==> config.mk <==
export PLATFORM = sky130hd
export DESIGN_NAME = dtc_preimage_search
export DESIGN_NICKNAME = d
export VERILOG_FILES = /design/src/rtl/dtc_pkg.sv /design/src/rtl/dtc_tag_pipe.sv /design/src/rtl/dtc_preimage_search.sv
export SDC_FILE = /design/constraint.sdc
export NUM_CORES = 1
export LEC_CHECK = 0
export ABC_CLOCK_PERIOD_IN_PS = 4200
export BUFFER_PORTS_ARGS = -buffer_cell sky130_fd_sc_hd__buf_2
export CAP_MARGIN = 25
export CELL_PAD_IN_SITES_DETAIL_PLACEMENT = 0
export CELL_PAD_IN_SITES_GLOBAL_PLACEMENT = 2
export CORE_MARGIN = 8
export CORE_UTILIZATION = 36
export DETAILED_ROUTE_END_ITERATION = 8
export PLACE_DENSITY_LB_ADDON = 0.1
export SYNTH_ARGS = -nofsm -noshare
export SYNTH_HDL_FRONTEND = slang
export SYNTH_SLANG_ARGS = --single-unit
==> constraint.sdc <==
create_clock -name clk -period 4.2 [get_ports clk]
set_input_delay 0.21 -clock clk [delete_from_list [all_inputs] [get_ports clk]]
set_output_delay 0.21 -clock clk [all_outputs]
set_load 0.005 [all_outputs]
==> src/rtl/dtc_pkg.sv <==
// Shared types and default widths for the decision-tree preimage search.
// Latency: n/a (types and constants only).
// Backpressure: n/a.
package dtc_pkg;

  localparam int DTC_IN_W  = 12;
  localparam int DTC_OUT_W = 3;

  typedef enum logic [1:0] {
    IDLE   = 2'd0,
    SEARCH = 2'd1,
    DRAIN  = 2'd2,
    RESP   = 2'd3
  } dtc_state_e;

  // A search request: target class plus the first candidate to try.
  typedef struct packed {
    logic [DTC_OUT_W-1:0] cls;
    logic [DTC_IN_W-1:0]  start;
  } dtc_req_t;

  // A search result: count is one wider so a full, fruitless sweep fits.
  typedef struct packed {
    logic                found;
    logic [DTC_IN_W-1:0] inp;
    logic [DTC_IN_W:0]   count;
  } dtc_rsp_t;

endpackage

==> src/rtl/dtc_tag_pipe.sv <==
// Delay line that keeps each issued candidate aligned with its classifier result.
// Latency: LAT cycles from push to out; LAT=0 is a combinational pass-through.
// Backpressure: none; flush drops every in-flight tag on the next edge.
// Ports: clk, rst (sync, active-high), flush, push_valid/push_tag in,
//        out_valid/out_tag (oldest tag), empty (no valid tag anywhere in the line).
module dtc_tag_pipe
  import dtc_pkg::*;
#(
  parameter int LAT = 0,
  parameter int W   = DTC_IN_W
) (
  input  logic         clk,
  input  logic         rst,
  input  logic         flush,
  input  logic         push_valid,
  input  logic [W-1:0] push_tag,
  output logic         out_valid,
  output logic [W-1:0] out_tag,
  output logic         empty
);

  if (LAT == 0) begin : g_pass
    // Nothing is stored, so the line is empty whenever nothing is being pushed.
    logic unused_pass;
    assign unused_pass = ^{clk, rst, flush};
    assign out_valid   = push_valid;
    assign out_tag     = push_tag;
    assign empty       = !push_valid;
  end else begin : g_pipe
    logic [LAT-1:0]        vld;
    logic [LAT-1:0][W-1:0] tag;

    always_ff @(posedge clk) begin
      if (rst || flush) begin
        vld <= '0;
      end else begin
        vld[0] <= push_valid;
        for (int i = 1; i < LAT; i++) begin
          vld[i] <= vld[i-1];
        end
      end
    end

    // Tag payload needs no reset; its valid bit alone qualifies it.
    always_ff @(posedge clk) begin
      tag[0] <= push_tag;
      for (int i = 1; i < LAT; i++) begin
        tag[i] <= tag[i-1];
      end
    end

    assign out_valid = vld[LAT-1];
    assign out_tag   = tag[LAT-1];
    assign empty     = ~|vld;
  end

endmodule

==> src/rtl/dtc_preimage_search.sv <==
// Finds the first input (sweeping upward from a start point, wrapping) that a
//   classifier maps to a target class; one candidate issued per cycle.
// Latency: match on candidate k -> rsp_valid k+CLS_LAT+1 cycles after request accept;
//   no match -> 2^IN_W+CLS_LAT+1 cycles. Backpressure: result held until rsp_ready.
// Ports: req_valid/req_ready/req_class/req_start (request), cls_inp/cls_outp
//   (classifier drive/return), rsp_valid/rsp_ready/rsp_found/rsp_inp/rsp_count (result).
module dtc_preimage_search
  import dtc_pkg::*;
#(
  parameter int IN_W    = DTC_IN_W,
  parameter int OUT_W   = DTC_OUT_W,
  parameter int CLS_LAT = 0
) (
  input  logic             clk,
  input  logic             rst,
  input  logic             req_valid,
  output logic             req_ready,
  input  logic [OUT_W-1:0] req_class,
  input  logic [IN_W-1:0]  req_start,
  output logic [IN_W-1:0]  cls_inp,
  input  logic [OUT_W-1:0] cls_outp,
  output logic             rsp_valid,
  input  logic             rsp_ready,
  output logic             rsp_found,
  output logic [IN_W-1:0]  rsp_inp,
  output logic [IN_W:0]    rsp_count
);

  localparam logic [IN_W:0] SPACE = {1'b1, {IN_W{1'b0}}};

  dtc_state_e       state;
  logic [OUT_W-1:0] target_class;
  logic [IN_W-1:0]  start_cand;
  logic [IN_W-1:0]  issued;
  logic [IN_W:0]    count;

  logic             tag_valid;
  logic [IN_W-1:0]  tag;
  logic             pipe_empty;
  logic             comparing;
  logic             hit;
  logic             flush;

  assign req_ready = (state == IDLE);
  assign comparing = (state == SEARCH) || (state == DRAIN);
  assign hit       = comparing && tag_valid && (cls_outp == target_class);
  // Clearing on the hit edge discards every later in-flight candidate, so only
  // the first match can ever reach the response registers.
  assign flush     = hit || (state == IDLE);

  dtc_tag_pipe #(
    .LAT (CLS_LAT),
    .W   (IN_W)
  ) u_tag_pipe (
    .clk        (clk),
    .rst        (rst),
    .flush      (flush),
    .push_valid (state == SEARCH),
    .push_tag   (cls_inp),
    .out_valid  (tag_valid),
    .out_tag    (tag),
    .empty      (pipe_empty)
  );

  always_ff @(posedge clk) begin
    if (rst) begin
      state        <= IDLE;
      target_class <= '0;
      start_cand   <= '0;
      issued       <= '0;
      count        <= '0;
      cls_inp      <= '0;
      rsp_valid    <= 1'b0;
      rsp_found    <= 1'b0;
      rsp_inp      <= '0;
      rsp_count    <= '0;
    end else begin
      case (state)
        IDLE: begin
          if (req_valid) begin
            target_class <= req_class;
            start_cand   <= req_start;
            cls_inp      <= req_start;
            issued       <= '0;
            count        <= '0;
            state        <= SEARCH;
          end
        end

        SEARCH, DRAIN: begin
          if (tag_valid) begin
            count <= count + 1'b1;
          end
          if (hit) begin
            rsp_valid <= 1'b1;
            rsp_found <= 1'b1;
            rsp_inp   <= tag;
            rsp_count <= count + 1'b1;
            state     <= RESP;
          end else if (state == SEARCH) begin
            issued <= issued + 1'b1;
            // After the last of 2^IN_W issues cls_inp stays on that candidate.
            if (&issued) begin
              state <= DRAIN;
            end else begin
              cls_inp <= cls_inp + 1'b1;
            end
          end else if (pipe_empty) begin
            rsp_valid <= 1'b1;
            rsp_found <= 1'b0;
            rsp_inp   <= start_cand;
            rsp_count <= SPACE;
            state     <= RESP;
          end
        end

        RESP: begin
          if (rsp_ready) begin
            rsp_valid <= 1'b0;
            state     <= IDLE;
          end
        end

        default: state <= IDLE;
      endcase
    end
  end

endmodule

==> summary.md <==
| Metric | Value |
|---|---|
| Outcome | `finished clean` |
| Fmax achieved | `364 MHz` |
| EDFF count, synth | `0` |
| Synth Area per Inst | `7.99 µm²` |
| Num ports | `62` |
| Grt ovf | `0` |
| Kind of critical path | `flip-flop to flip-flop` |
| All-Layer GR Usage | `17.2%` |
| Startpoint class of the critical path | `flip-flop` |
| Initial antenna violation count | `0` |
| R2R depth | `7` |
| Comb pwr share | `44.3%` |
| Worst R2R End | `rsp_inp[10]` |
| Reg power frac | `36.4%` |
| CTS tree | `yes` |
| Top FF cell, synth | `dfxtp_1` |
| Layout cells sized above 1 | `16.6%` |
| Inst Count DP | `671` |
| Synthesis warning total | `0` |
| Worst Tran Pin Value | `992 ps` |
| Netlist cell types | `51` |
| Starting Density | `36.7%` |
| Final hold viol count | `0` |
| Antenna cells | `0` |
| Min cycle time layout | `2750 ps` |
| CP required | `4460 ps` |
| Asr flop ratio synth | `0%` |
| Final worst-path cycle share | `65.4%` |
| CTS buffer count | `9` |
| RSZ-0062 raised after global routing | `false` |
| Setup TNS | `0 ps` |
| Slew Viols, Final | `0` |
| Root buffer cell | `clkbuf_8` |
| Pwr dens | `642 nW/µm²` |
| Largest net degree at the start of global routing | `49` |
| Routed Wire Length | `12.3 mm` |
| First-pass GRT wire length | `19.7 mm` |
| Register bit total from synthesis | `81` |
| Max-capacitance violation count | `0` |
| CP Max Fanout | `38` |
| VDD IR max | `0.307 mV` |
| Num Clock Sinks | `81` |
| P_leak | `1.74 nW` |
| Syn Nets | `526` |
| Clk network pwr share | `19.3%` |
| IO buf count | `61` |
| Critical R2R Launch | `state[0]` |
| Area leader, netlist | `dfxtp_1` |
| Arr. time, crit path | `3010 ps` |
| FF-to-FF setup slack | `1450 ps` |
| Post-Synthesis Cells | `496` |
| Detailed Place HPWL | `8.51 mm` |
| Core area | `10800 µm²` |
| Max_slew headroom | `33.2%` |
| Post-CTS Setup Bufs | `0` |
| Netlist Area Pre-Place | `3960 µm²` |
| Area growth syn-to-layout | `14.4%` |
| Register area share after synthesis | `40.9%` |
| Routed length per instance | `17.9 µm` |
| Die footprint | `14600 µm²` |
| Yosys top cell area share | `40.9%` |
| Worst Setup EP | `rsp_inp[10]` |
| Power Internal | `1.63 mW` |
| Layout Cells excl Fill | `687` |
| First DRT Iteration DRCs | `234` |
| Crit path from | `state[0]` |
| CTS Hold Bufs | `0` |
| CTS max path bufs | `2` |
| Most common cell after layout, fill and taps aside | `nand2_1` |
| Final ANT Viol Nets | `0` |
| Fin util | `42.0%` |
| Switching pwr | `1.28 mW` |
| Clock skew | `6.49 ps` |
| Vias per cell | `5.41` |
| Placer Congestion | `0.766` |
| Largest cells by area after synthesis | `dfxtp_1, nand2_1, a21oi_1` |
| Via count | `3715` |
| Vias in the first global route | `3524` |
| Hold WC Path Type | `input port to flip-flop` |
| CTS resizes | `0` |
| Clock Latency Late Sink | `370 ps` |
| Commonest cells after routing, fill and taps aside | `nand2_1, dfxtp_1, buf_2` |
| Layout Nets | `573` |
| Die width | `121 µm` |
| Die H | `121 µm` |
| Rows | `38` |
| Switching Fraction | `43.9%` |
| Finish-stage setup viols | `0` |
| Critical path capture point type | `flip-flop` |
| First-pass iteration count of the detailed router | `4` |
| Remaining DRCs | `0` |
| Clock transition at the registers of the reported paths | `80 ps` |
| H-tree levels | `3` |
power groups by stage:
stage,clock [mW],sequential (mW),combinational [mW]
final,0.562,1.06,1.29
after global routing,0.610,1.09,1.45
after CTS,0.578,1.06,1.28
after detailed placement,0,1.08,1.27
after global placement,0,1.08,1.27
after floorplan,0,1.05,0.881
worst min-delay path by stage:
stage                  start               to  slack, ps  cells past startpoint
6_report        req_class[1]  target_class[1]         80                      3
3_5_place_dp   start_cand[9]    start_cand[9]        450                      2
4_1_cts         req_class[2]  target_class[2]         60                      3
2_1_floorplan   req_start[0]    start_cand[0]        350                      2
3_3_place_gp   start_cand[2]    start_cand[2]        440                      2
5_1_grt         req_class[1]  target_class[1]         70                      3
registers in the layout, indices dropped and copies added (netlist names):
signal,count
rsp_found,1
state,2
rsp_count,13
cls_inp,12
rsp_valid,1
start_cand,12
count,13
rsp_inp,12
target_class,3
issued,12
area by class of cell:
type                            instances  area, µm²
Fill cell                            1120       6260
Clock inverter                          4       45.0
Tap cell                              140        175
Sequential cell                        81       1620
Clock buffer                           11        131
Inverter                                9       33.8
Multi-Input combinational cell        374       2160
Timing Repair Buffer                   68        365
cell families after synthesis:
| family | Yosys count | share of synthesized area, % |
|---|---|---|
| adders and majority gates | 8 | 2.53 |
| buffers and inverters | 41 | 4.51 |
| and+or+nand+nor | 219 | 26.0 |
| AOI/OAI and AO/OA | 119 | 19.6 |
| xor gates and xnor gates | 22 | 4.86 |
| DFF | 81 | 40.9 |
| muxes | 6 | 1.52 |
synth_stat cells (all sizes together) (9+ instances only):
cell,n
nand3,22
dfxtp,81
o21ai,17
nor2,49
clkbuf,22
xor2,17
nand2,93
a21oi,43
a22oi,9
buf,10
a31oi,11
inv,9
a311oi,13
worst max-delay path, stage by stage, from the launching register on:
cell,delay (ps)
dfxtp_1,390
inv_1,100
ha_1,300
buf_4,370
inv_1,380
a21oi_4,710
nor2_1,80
a311oi_1,280
stage by stage:
step	worst slack (ps)	power, mW	hold WS, ps	instance area [µm²]
after global routing	1200	3.15	71.6	4540
after floorplan	2290	1.93	346	3960
after detailed placement	1480	2.35	447	4340
final	1450	2.91	76.0	4540
after CTS	1440	2.92	59.5	4520
after global placement	1520	2.34	443	4340
per-layer routing:
layer / part of all wire [%] / global-route usage (%) / vias up
met5: 0 / 0 / -
met4: 1.8 / 7.03 / 0
met3: 4.7 / 3.30 / 17
met2: 44 / 26.0 / 99
met1: 49 / 23.4 / 1750
li1: - / - / 1849
Note: power is estimated with default switching activity, not from simulation.
